## src/rtl/mem_bus_arbiter_if.sv

```systemverilog
// Request/response and memory-side signals shared by the CPU/DMA memory arbiter.
// The slave view is the arbiter; the master view is the requesters plus the memory.
interface mem_bus_arbiter_if #(
    parameter int ADDR_WIDTH = 16,
    parameter int DATA_WIDTH = 8
);
    logic                  cpu_req;
    logic                  cpu_we;
    logic [ADDR_WIDTH-1:0] cpu_addr;
    logic [DATA_WIDTH-1:0] cpu_wdata;
    logic                  cpu_gnt;
    logic                  cpu_rvalid;
    logic                  cpu_err;

    logic                  dma_req;
    logic                  dma_we;
    logic [ADDR_WIDTH-1:0] dma_addr;
    logic [DATA_WIDTH-1:0] dma_wdata;
    logic                  dma_gnt;
    logic                  dma_rvalid;
    logic                  dma_err;

    logic [DATA_WIDTH-1:0] rdata;

    logic [ADDR_WIDTH-1:0] mem_addr;
    logic                  mem_read;
    logic                  mem_write;
    logic [DATA_WIDTH-1:0] mem_wdata;
    logic [DATA_WIDTH-1:0] mem_rdata;

    modport slave (
        input  cpu_req, cpu_we, cpu_addr, cpu_wdata,
        output cpu_gnt, cpu_rvalid, cpu_err,
        input  dma_req, dma_we, dma_addr, dma_wdata,
        output dma_gnt, dma_rvalid, dma_err,
        output rdata,
        output mem_addr, mem_read, mem_write, mem_wdata,
        input  mem_rdata
    );

    modport master (
        output cpu_req, cpu_we, cpu_addr, cpu_wdata,
        input  cpu_gnt, cpu_rvalid, cpu_err,
        output dma_req, dma_we, dma_addr, dma_wdata,
        input  dma_gnt, dma_rvalid, dma_err,
        input  rdata,
        input  mem_addr, mem_read, mem_write, mem_wdata,
        output mem_rdata
    );
endinterface

```

## src/rtl/mem_bus_arbiter.sv

```systemverilog
// Two-requester (CPU/DMA) arbiter for a synchronous single-port memory.
// Three-stage pipeline ACCEPT -> ACCESS -> RESPONSE with a write-protected ROM region.
module mem_bus_arbiter #(
    parameter int                    ADDR_WIDTH   = 16,
    parameter int                    DATA_WIDTH   = 8,
    parameter int                    STARVE_LIMIT = 4,
    parameter logic [ADDR_WIDTH-1:0] ROM_BASE     = 16'hF000
) (
    input logic               clk,
    input logic               reset,
    mem_bus_arbiter_if.slave  bus
);
    localparam logic [3:0] LIMIT = 4'(STARVE_LIMIT);

    function automatic logic [3:0] sat_inc(input logic [3:0] v);
        return (v >= LIMIT) ? LIMIT : v + 4'd1;
    endfunction

    logic [3:0]            starve_cnt;
    logic                  dma_win;
    logic                  cpu_acc;
    logic                  dma_acc;
    logic                  acc_we;
    logic [ADDR_WIDTH-1:0] acc_addr;
    logic [DATA_WIDTH-1:0] acc_wdata;

    logic                  vld_p1;
    logic                  we_p1;
    logic                  own_p1;
    logic [ADDR_WIDTH-1:0] addr_p1;
    logic [DATA_WIDTH-1:0] wdata_p1;
    logic                  vld_p2;
    logic                  own_p2;
    logic                  rom_hit_p1;
    logic                  wr_err_p1;

    // ACCEPT: CPU has priority unless DMA has lost STARVE_LIMIT conflicts in a row
    assign dma_win = bus.dma_req && (!bus.cpu_req || starve_cnt == LIMIT);
    assign dma_acc = !reset && dma_win;
    assign cpu_acc = !reset && bus.cpu_req && !dma_win;

    assign bus.cpu_gnt = cpu_acc;
    assign bus.dma_gnt = dma_acc;

    always_comb begin
        acc_we    = bus.cpu_we;
        acc_addr  = bus.cpu_addr;
        acc_wdata = bus.cpu_wdata;
        if (dma_win) begin
            acc_we    = bus.dma_we;
            acc_addr  = bus.dma_addr;
            acc_wdata = bus.dma_wdata;
        end
    end

    always_ff @(posedge clk or posedge reset) begin
        if (reset) begin
            starve_cnt <= '0;
            vld_p1     <= 1'b0;
            we_p1      <= 1'b0;
            own_p1     <= 1'b0;
            addr_p1    <= '0;
            wdata_p1   <= '0;
            vld_p2     <= 1'b0;
            own_p2     <= 1'b0;
        end else begin
            if (dma_acc) begin
                starve_cnt <= '0;
            end else if (bus.cpu_req && bus.dma_req) begin
                starve_cnt <= sat_inc(starve_cnt);
            end

            vld_p1 <= cpu_acc || dma_acc;
            if (cpu_acc || dma_acc) begin
                own_p1  <= dma_acc;
                we_p1   <= acc_we;
                addr_p1 <= acc_addr;
                // Write data only moves on writes so mem_wdata stays put across reads
                if (acc_we) begin
                    wdata_p1 <= acc_wdata;
                end
            end

            vld_p2 <= vld_p1 && !we_p1;
            own_p2 <= own_p1;
        end
    end

    // ACCESS: memory strobes decoded from the registered request
    assign rom_hit_p1    = addr_p1 >= ROM_BASE;
    assign wr_err_p1     = vld_p1 && we_p1 && rom_hit_p1;
    assign bus.mem_read  = vld_p1 && !we_p1;
    assign bus.mem_write = vld_p1 && we_p1 && !rom_hit_p1;
    assign bus.mem_addr  = addr_p1;
    assign bus.mem_wdata = wdata_p1;
    assign bus.cpu_err   = wr_err_p1 && !own_p1;
    assign bus.dma_err   = wr_err_p1 && own_p1;

    // RESPONSE: read data passes straight through to the recorded owner
    assign bus.cpu_rvalid = vld_p2 && !own_p2;
    assign bus.dma_rvalid = vld_p2 && own_p2;
    assign bus.rdata      = vld_p2 ? bus.mem_rdata : '0;
endmodule

```

## src/flat_wrapper.sv

```systemverilog
// flat-port wrapper written by rule: the top's interface ports become plain ports
module mem_bus_arbiter_flat 
#(
    parameter int                    ADDR_WIDTH   = 16,
    parameter int                    DATA_WIDTH   = 8,
    parameter int                    STARVE_LIMIT = 4,
    parameter logic [ADDR_WIDTH-1:0] ROM_BASE     = 16'hF000
)
  (clk, reset, bus_cpu_req, bus_cpu_we, bus_cpu_addr, bus_cpu_wdata, bus_cpu_gnt, bus_cpu_rvalid, bus_cpu_err, bus_dma_req, bus_dma_we, bus_dma_addr, bus_dma_wdata, bus_dma_gnt, bus_dma_rvalid, bus_dma_err, bus_rdata, bus_mem_addr, bus_mem_read, bus_mem_write, bus_mem_wdata, bus_mem_rdata);
  mem_bus_arbiter_if #(.ADDR_WIDTH(ADDR_WIDTH), .DATA_WIDTH(DATA_WIDTH)) bus_i ();
  input logic clk;
  input logic reset;
  input wire logic [$bits(bus_i.cpu_req)-1:0] bus_cpu_req;
  input wire logic [$bits(bus_i.cpu_we)-1:0] bus_cpu_we;
  input wire logic [$bits(bus_i.cpu_addr)-1:0] bus_cpu_addr;
  input wire logic [$bits(bus_i.cpu_wdata)-1:0] bus_cpu_wdata;
  output wire logic [$bits(bus_i.cpu_gnt)-1:0] bus_cpu_gnt;
  output wire logic [$bits(bus_i.cpu_rvalid)-1:0] bus_cpu_rvalid;
  output wire logic [$bits(bus_i.cpu_err)-1:0] bus_cpu_err;
  input wire logic [$bits(bus_i.dma_req)-1:0] bus_dma_req;
  input wire logic [$bits(bus_i.dma_we)-1:0] bus_dma_we;
  input wire logic [$bits(bus_i.dma_addr)-1:0] bus_dma_addr;
  input wire logic [$bits(bus_i.dma_wdata)-1:0] bus_dma_wdata;
  output wire logic [$bits(bus_i.dma_gnt)-1:0] bus_dma_gnt;
  output wire logic [$bits(bus_i.dma_rvalid)-1:0] bus_dma_rvalid;
  output wire logic [$bits(bus_i.dma_err)-1:0] bus_dma_err;
  output wire logic [$bits(bus_i.rdata)-1:0] bus_rdata;
  output wire logic [$bits(bus_i.mem_addr)-1:0] bus_mem_addr;
  output wire logic [$bits(bus_i.mem_read)-1:0] bus_mem_read;
  output wire logic [$bits(bus_i.mem_write)-1:0] bus_mem_write;
  output wire logic [$bits(bus_i.mem_wdata)-1:0] bus_mem_wdata;
  input wire logic [$bits(bus_i.mem_rdata)-1:0] bus_mem_rdata;
  assign bus_i.cpu_req = bus_cpu_req;
  assign bus_i.cpu_we = bus_cpu_we;
  assign bus_i.cpu_addr = bus_cpu_addr;
  assign bus_i.cpu_wdata = bus_cpu_wdata;
  assign bus_cpu_gnt = bus_i.cpu_gnt;
  assign bus_cpu_rvalid = bus_i.cpu_rvalid;
  assign bus_cpu_err = bus_i.cpu_err;
  assign bus_i.dma_req = bus_dma_req;
  assign bus_i.dma_we = bus_dma_we;
  assign bus_i.dma_addr = bus_dma_addr;
  assign bus_i.dma_wdata = bus_dma_wdata;
  assign bus_dma_gnt = bus_i.dma_gnt;
  assign bus_dma_rvalid = bus_i.dma_rvalid;
  assign bus_dma_err = bus_i.dma_err;
  assign bus_rdata = bus_i.rdata;
  assign bus_mem_addr = bus_i.mem_addr;
  assign bus_mem_read = bus_i.mem_read;
  assign bus_mem_write = bus_i.mem_write;
  assign bus_mem_wdata = bus_i.mem_wdata;
  assign bus_i.mem_rdata = bus_mem_rdata;
  mem_bus_arbiter #(.ADDR_WIDTH(ADDR_WIDTH), .DATA_WIDTH(DATA_WIDTH), .STARVE_LIMIT(STARVE_LIMIT), .ROM_BASE(ROM_BASE)) u_core (.clk(clk), .reset(reset), .bus(bus_i));
endmodule
```

## config.mk

```make
export PLATFORM = sky130hd
export DESIGN_NAME = mem_bus_arbiter_flat
export DESIGN_NICKNAME = d
export VERILOG_FILES = /design/src/rtl/mem_bus_arbiter_if.sv /design/src/rtl/mem_bus_arbiter.sv /design/src/flat_wrapper.sv
export SDC_FILE = /design/constraint.sdc
export NUM_CORES = 1
export LEC_CHECK = 0
export CAP_MARGIN = 30
export CELL_PAD_IN_SITES_DETAIL_PLACEMENT = 1
export CELL_PAD_IN_SITES_GLOBAL_PLACEMENT = 1
export CORE_ASPECT_RATIO = 0.6
export CORE_MARGIN = 2
export CORE_UTILIZATION = 44
export DETAILED_ROUTE_END_ITERATION = 10
export DONT_BUFFER_PORTS = 1
export PLACE_DENSITY = 0.75
export RECOVER_POWER = 100
export SYNTH_ARGS = -nofsm -noshare
export SYNTH_HDL_FRONTEND = slang
export SYNTH_SLANG_ARGS = --single-unit
```

## constraint.sdc

```tcl
create_clock -name clk -period 1.65 [get_ports clk]
set_input_delay 0.33 -clock clk [delete_from_list [all_inputs] [get_ports clk]]
set_output_delay 0.33 -clock clk [all_outputs]
set_load 0.01 [all_outputs]
```

# [Yosys cells after proc, flatten, opt, wreduce, memory -nomap -nowiden]
# Index checks and enable logic that the tools add are counted.
[totals] ff_bits=33 out_inout_bits=40 word_cells=43
[classes] add_sub_neg=1 n_lt_le_gt_ge=2 eq_ne=1 n_mux=7 reduce_logical=24
[ops] op=">= comparator 16 bit (second input constant)" count=1
[ops] op="two-way mux 16 bit" count=1
[ops] op="two-way mux 8 bit" count=2
[ops] op="logical AND 1 bit" count=13
[ops] op="two-way mux 4 bit" count=3
[ops] op="logical NOT 1 bit" count=7
[ops] op="adder 4 x 1 -> 4 bit (second input constant)" count=1
[ops] op="equality test 4 x 3 -> 1 bit (second input constant)" count=1
[ops] op=">= comparator 4 x 3 -> 1 bit (second input constant)" count=1
[ops] op="logical OR 1 bit" count=2
[ops] op="AND reduction 2 bit" count=1
[ops] op="nonzero test 2 bit" count=1
[ops] op="two-way mux 1 bit" count=1

# [Logic depth before layout (Yosys ltp)]
# Gate-level depths: netlist of run 1.
[logic_depth] ltp_word=7 depth_mapped=7 depth_no_buf=5

# [Worst setup path before layout of run 1]
# No wires, ideal clock.
[synth_path] kind="input port to flip-flop" from="input port reset" to="register u_core.starve_cnt[0]" arrival_time_ns=1.598 required_time_ns=1.525 slack_ns=-0.073 cell_stages=3 path_buffers=0 path_cell_list="inv_1 o21ai_0 mux2_2"
[synth_between] elab_chain_cells=3 elab_cells_between_ends=4
[synth_rtl] item="from (decl)" line="flat_wrapper.sv:12" text="input logic reset;"
[synth_rtl] item="logical NOT 1 bit (*)" line="mem_bus_arbiter.sv:39" text="assign dma_acc = !reset && dma_win;"
[synth_rtl] item="logical AND 1 bit (*)" line="mem_bus_arbiter.sv:39"
[synth_rtl] item="two-way mux 4 bit / nonzero test 2 bit (equally long branches)"
[synth_rtl] item="to (signal assigned)" line="mem_bus_arbiter.sv:70" text="starve_cnt <= sat_inc(starve_cnt);"
[synth_rtl] item="to (decl)" line="mem_bus_arbiter.sv:19" text="logic [3:0] starve_cnt;"
# Every way passes the cells marked *; elsewhere a longest branch is shown, timed or not.
# A chain may end at the register's enable or synchronous reset.

# [Worst setup path after layout of run 1]
[layout_path] from="register u_core.starve_cnt[0]" to="output port bus_dma_gnt"
[layout_between] elab_chain_cells=4
[layout_rtl] item="equality test 4 x 3 -> 1 bit" line="mem_bus_arbiter.sv:38" text="assign dma_win = bus.dma_req && (!bus.cpu_req || starve_cnt == LIMIT);"
[layout_rtl] item="logical OR 1 bit" line="mem_bus_arbiter.sv:38"
[layout_rtl] item="logical AND 1 bit" line="mem_bus_arbiter.sv:38"
[layout_rtl] item="logical AND 1 bit" line="mem_bus_arbiter.sv:39"
[layout_rtl] item="to (decl)" line="flat_wrapper.sv:24" text="output wire logic [$bits(bus_i.dma_gnt)-1:0] bus_dma_gnt;"
# No other way between the ends.

==> results.json, run 1 <==
{
  "fp.dieArea_sq_um": 4760,
  "fillers": 464,
  "viasPerCell": 6.06,
  "violations": "setup timing",
  "yosysTopAreaCell": "dfrtp_1",
  "finalPower_w": 0.00227,
  "die_w_um": 87.8,
  "pwr_density_cell_nw_per_um2": 1080,
  "grt_usage": 0.239,
  "finalNonFillerCells": 266,
  "worstMarginPinSlew_ns": 0.962,
  "required_ns": 1.32,
  "gp_congestion": 0.768,
  "final_max_slew_viol_count": 0,
  "worst_setup_path_end_kind": "primary output",
  "clk_path_buf_depth": 2,
  "synth-seq-cells": 33,
  "async_reset_ff_frac": 1.00,
  "swShare": 0.308,
  "hpwlAfterDp_mm": 4.01,
  "p_leak_nw": 0.853,
  "row_count": 18,
  "ir_drop_mv": 0.500,
  "synth_edf_count": 0,
  "cts-root-buf": "clkbuf_8",
  "overflow": 0,
  "synth_cell_type_count": 35,
  "drt_iter0_markers": 46,
  "crit_fanout": 4,
  "syn_to_final_growth_pct": 13.4,
  "p_int_w": 0.00157,
  "reg2reg_to": "u_core.bus.mem_wdata[2]",
  "grt_pass1_wl_mm": 8.38,
  "placed_area_sq_um": 1880,
  "start_util": 0.455,
  "dieHeight_um": 54.3,
  "yosysSeqAreaShare": 0.446,
  "antenna_left": 0,
  "clk_pin_slew_ns": 0.07,
  "setup_viol": 5,
  "totalWireLength_mm": 5.50,
  "rsz0062_at_grt": "true",
  "clk_latency_ns": 0.29,
  "hp-class": "input port to flop",
  "num_antenna_cells": 0,
  "fin_skew_ns": 0.00806,
  "antenna_found_initial": 0,
  "drc": 0,
  "num_io_pins": 102,
  "crit_arrival_ns": 1.38,
  "io_buffers": 0,
  "grt_max_degree": 34,
  "hold-path-cell-count": 1,
  "clock.fmax_mhz": 586,
  "syn_nets": 260,
  "num_vias": 1612,
  "netlist.area_leader.share": 0.446,
  "status": "finished with violations",
  "yosys_most_used_dff": "dfrtp_1",
  "r2r_slack_ns": -0.01,
  "p_clk_frac": 0.337,
  "period_minus_slack_ns": 1.71,
  "syn_avg_cell_area_sq_um": 9.45,
  "maxCapViolCount": 0,
  "drt_pass1_iterations": 4,
  "layout.nets": 269,
  "endpoint": "bus_dma_gnt",
  "syn_inst": 196,
  "yosys-top-cells-area": "dfrtp_1, a31oi_1, o21ai_0",
  "postLayoutCellArea_sq_um": 2100,
  "yosysMostFrequentCell": "dfrtp_1",
  "cts_tree": "done",
  "crit_start": "u_core.starve_cnt[0]",
  "r2r_cells": 6,
  "ys_warn_count": 0,
  "finalCritPeriodShare": 1.03,
  "yosys-top-cells-count": "dfrtp_1, nor2_1, o21ai_0",
  "clock_sinks": 33,
  "dp_cells": 250,
  "holdWs_ns": 0.151,
  "htree_levels": 2,
  "setup_ws_ns": -0.0576,
  "syn_area_sq_um": 1850,
  "final_util": 0.515,
  "cts_buffers": 5,
  "fp.coreArea_sq_um": 4080,
  "p_switching_w": 0.000698,
  "avgRoutedWirePerCell_um": 20.7,
  "max-slew-margin-rel": 0.358,
  "finalHoldViolCount": 0,
  "r2r-start": "u_core.starve_cnt[0]",
  "start_kind": "flop",
  "combPwrFrac": 0.182,
  "drive_gt1_frac": 0.214,
  "critPathKind": "flop to primary output",
  "power_frac_seq": 0.481,
  "grt_pass1_vias": 1659
}
worst max-delay path, stage by stage (launching register included):
cell and delay, ns:
dfrtp_1 0.40, inv_2 0.09, ha_4 0.12, and4b_2 0.27, nor2_2 0.05, nor2_2 0.14
cells in the final DEF (no fill, tap or decap), drive strengths merged, types with 8 or more instances in the layout:
cell     instances
dfrtp           33
nor2            19
o21ai           19
nand3           17
a31oi           16
buf             15
and2            10
nor3            10
a21oi            9
a211oi           8
a2111oi          8
worst min-delay path by stage:
stage	from	endpoint	slack, ns
after floorplan	reset	u_core.bus.mem_addr[0]	0.28
after global placement	reset	u_core.starve_cnt[0]	0.28
after detailed placement	reset	u_core.starve_cnt[3]	0.27
after CTS	reset	u_core.own_p1	0.15
after global routing	reset	u_core.own_p1	0.16
final	reset	u_core.own_p1	0.15
layer usage:
metal	share of wire	GRT usage	up-vias
li1	-	-	733
met1	0.41	0.290	788
met2	0.49	0.415	80
met3	0.083	0.0754	11
met4	0.015	0.0769	0
met5	0	0	-
flip-flops by register name, summed over array words and instances (netlist names):
register	flops
u_core.bus.mem_wdata	8
u_core.own_p2	1
u_core.vld_p2	1
u_core.vld_p1	1
u_core.we_p1	1
u_core.starve_cnt	4
u_core.own_p1	1
u_core.bus.mem_addr	16
cell type report:
| class | instances | area [sq um] | area share |
|---|---|---|---|
| inverters | 7 | 27.5 | 0.0131 |
| well taps | 60 | 75.1 | 0.0357 |
| flip-flops and latches | 33 | 826 | 0.393 |
| repair buffers | 18 | 139 | 0.0661 |
| clock inverters | 3 | 46.3 | 0.0220 |
| multi-input cells | 140 | 918 | 0.437 |
| clock buffers | 5 | 68.8 | 0.0328 |
logic make-up after synthesis:
group / synth area share
simple gates: 0.213
flops: 0.446
mux: 0.00608
buf+inv: 0.0817
fa+ha+maj: 0.0135
compound gates: 0.240
power groups by stage:
stage	sequential, W	clock (W)	combinational, W
floorplan	0.00107	0	0.000297
global placement	0.00110	0	0.000324
detailed placement	0.00111	0	0.000352
CTS	0.00109	0.000783	0.000403
global route	0.00111	0.000818	0.000466
finish	0.00109	0.000764	0.000414
stage by stage:
step	setup TNS, ns	setup WS, ns
2_1_floorplan	0	0.0148
3_3_place_gp	0	0.0348
3_5_place_dp	-0.752	-0.116
4_1_cts	-0.128	-0.0808
5_1_grt	-0.854	-0.127
6_report	-0.0826	-0.0576
repair_timing:
item                                    CTS  global route
buffers inserted                          5             2
endpoints found under the hold margin    12             0
hold buffers                              1             0
resized for setup                         9            22
endpoints found under the setup margin   21            25
pin swaps                                 4             2
Power figures use the tool's default switching activity.
==> inputs of run 2 (changes only) <==
Settings changed: CORE_ASPECT_RATIO 0.6 to 0.5, SLEW_MARGIN set to 20.
==> run 2 against run 1 <==
Effect of this change:
- the run still ends with setup timing left
- final area up 0.95%
- sequential power about the same
- via count down 1.2%
- clock skew about the same
- worst hold slack better by 0.023 ns
- cell count down 2.6%
- die area up 0.31%
- register-to-register slack worse by 0.03 ns
- fmax down 0.60%
- combinational power up 4.8%
- critical path depth unchanged
- clock-buffer cell count unchanged
- critical endpoint unchanged
- largest cell class unchanged
- highest routed layer unchanged
==> results.json, run 2 (same netlist as run 1, synthesis figures left out) <==
{
  "maxCapViolCount": 0,
  "period_minus_slack_ns": 1.72,
  "viasPerCell": 6.15,
  "tns_ns": -0.279,
  "rsz0062_at_grt": "true",
  "crit_arrival_ns": 1.39,
  "final_cell_mix": "dfrtp_1, nand3_1, o21ai_0, nor2_1, a31oi_1",
  "violations": "setup timing",
  "finalPower_w": 0.00213,
  "postLayoutCellArea_sq_um": 2120,
  "dieHeight_um": 49.9,
  "num_vias": 1592,
  "start_util": 0.467,
  "p_switching_w": 0.000710,
  "num_io_pins": 102,
  "clk_latency_ns": 0.29,
  "fillers": 441,
  "fp.coreArea_sq_um": 3960,
  "clock_sinks": 33,
  "fin_skew_ns": 0.00813,
  "swShare": 0.333,
  "r2r_slack_ns": -0.04,
  "htree_levels": 2,
  "drc": 0,
  "holdWs_ns": 0.174,
  "power_frac_seq": 0.509,
  "totalWireLength_mm": 5.53,
  "r2r_cells": 8,
  "required_ns": 1.32,
  "worst_setup_path_end_kind": "primary output",
  "overflow": 0,
  "finalHoldViolCount": 0,
  "fp.dieArea_sq_um": 4780,
  "status": "finished with violations",
  "syn_to_final_growth_pct": 14.4,
  "hp-class": "input port to flop",
  "combPwrFrac": 0.203,
  "crit_fanout": 3,
  "worstMarginPinSlew_ns": 0.765,
  "final_util": 0.535,
  "seq_area_sq_um": 826,
  "ir_drop_mv": 0.494,
  "drt_iter0_markers": 52,
  "r2r-start": "u_core.starve_cnt[1]",
  "final_common_cell": "dfrtp_1",
  "drt_pass1_iterations": 4,
  "avgRoutedWirePerCell_um": 21.3,
  "pwr_density_cell_nw_per_um2": 1010,
  "row_count": 16,
  "grt_usage": 0.242,
  "reg2reg_to": "u_core.bus.mem_wdata[2]",
  "gp_congestion": 0.817,
  "antenna_left": 0,
  "die_w_um": 95.8,
  "clk_path_buf_depth": 2,
  "p_leak_nw": 0.854,
  "p_clk_frac": 0.287,
  "grt_pass1_wl_mm": 8.73,
  "clock.fmax_mhz": 582,
  "placed_area_sq_um": 1870,
  "endpoint": "bus_dma_gnt",
  "grt_max_degree": 34,
  "setup_ws_ns": -0.0679,
  "setup_viol": 11,
  "io_buffers": 0,
  "clk_pin_slew_ns": 0.08,
  "p_int_w": 0.00142,
  "crit_start": "u_core.starve_cnt[1]",
  "largest_register_ff_count": 16,
  "cts_tree": "done",
  "max-slew-margin-rel": 0.490,
  "final_max_slew_viol_count": 0,
  "critPathKind": "flop to primary output",
  "start_kind": "flop",
  "cts-root-buf": "clkbuf_8",
  "finalCritPeriodShare": 1.04,
  "layout.nets": 268,
  "antenna_found_initial": 0,
  "cts_buffers": 5,
  "hpwlAfterDp_mm": 3.79,
  "grt_pass1_vias": 1709,
  "drive_gt1_frac": 0.229,
  "multiInputGateArea_sq_um": 961,
  "num_antenna_cells": 0
}
run 2: through the flow:
| step | setup WS, ns | cells |
|---|---|---|
| after floorplan | 0.0148 | 196 |
| after global placement | -0.00844 | 243 |
| after detailed placement | -0.126 | 243 |
| after CTS | -0.0698 | 258 |
| after global routing | -0.146 | 259 |
| final | -0.0679 | 259 |
run 2: what timing repair did:
action	CTS	global route
resized for setup	17	16
endpoints found under the hold margin	14	0
pin swaps	6	3
hold buffers	1	0
setup endpoints to repair	8	28
setup buffers	6	1
run 2: area by class of cell:
type	instances	area share
clock buffer	5	0.0324
inverter	7	0.0130
multi-input combinational	140	0.453
sequential	33	0.389
timing repair buffer	17	0.0720
tap	54	0.0319
clock inverter	3	0.00826
run 2: power groups by stage:
stage                     sequential [W]  clock (W)  combinational (W)
after global placement           0.00110          0           0.000327
after CTS                        0.00109   0.000627           0.000406
after floorplan                  0.00107          0           0.000297
after detailed placement         0.00110          0           0.000344
final                            0.00109   0.000613           0.000434
after global routing             0.00111   0.000660           0.000485
run 2: worst min path at each step:
| stage | start | end | slack [ns] | cells after the start |
|---|---|---|---|---|
| 6_report | reset | u_core.own_p1 | 0.17 | 1 |
| 5_1_grt | reset | u_core.own_p1 | 0.16 | 1 |
| 4_1_cts | reset | u_core.own_p1 | 0.13 | 1 |
| 3_5_place_dp | reset | u_core.starve_cnt[2] | 0.09 | 1 |
| 3_3_place_gp | reset | u_core.starve_cnt[2] | 0.09 | 1 |
| 2_1_floorplan | reset | u_core.bus.mem_addr[0] | 0.28 | 1 |
run 2: layer usage:
metal  vias up  GRT usage  part of all wire
li1        735          -                 -
met5         -          0                 0
met1       787      0.307              0.45
met4         0     0.0810             0.014
met3         9     0.0887             0.086
met2        61      0.381              0.45
run 2: critical path, stage by stage, from the launching register on:
cell and delay, ns:
dfrtp_1 0.40, inv_2 0.08, ha_4 0.15, and4b_2 0.29, nor2_4 0.06, nor2_4 0.13
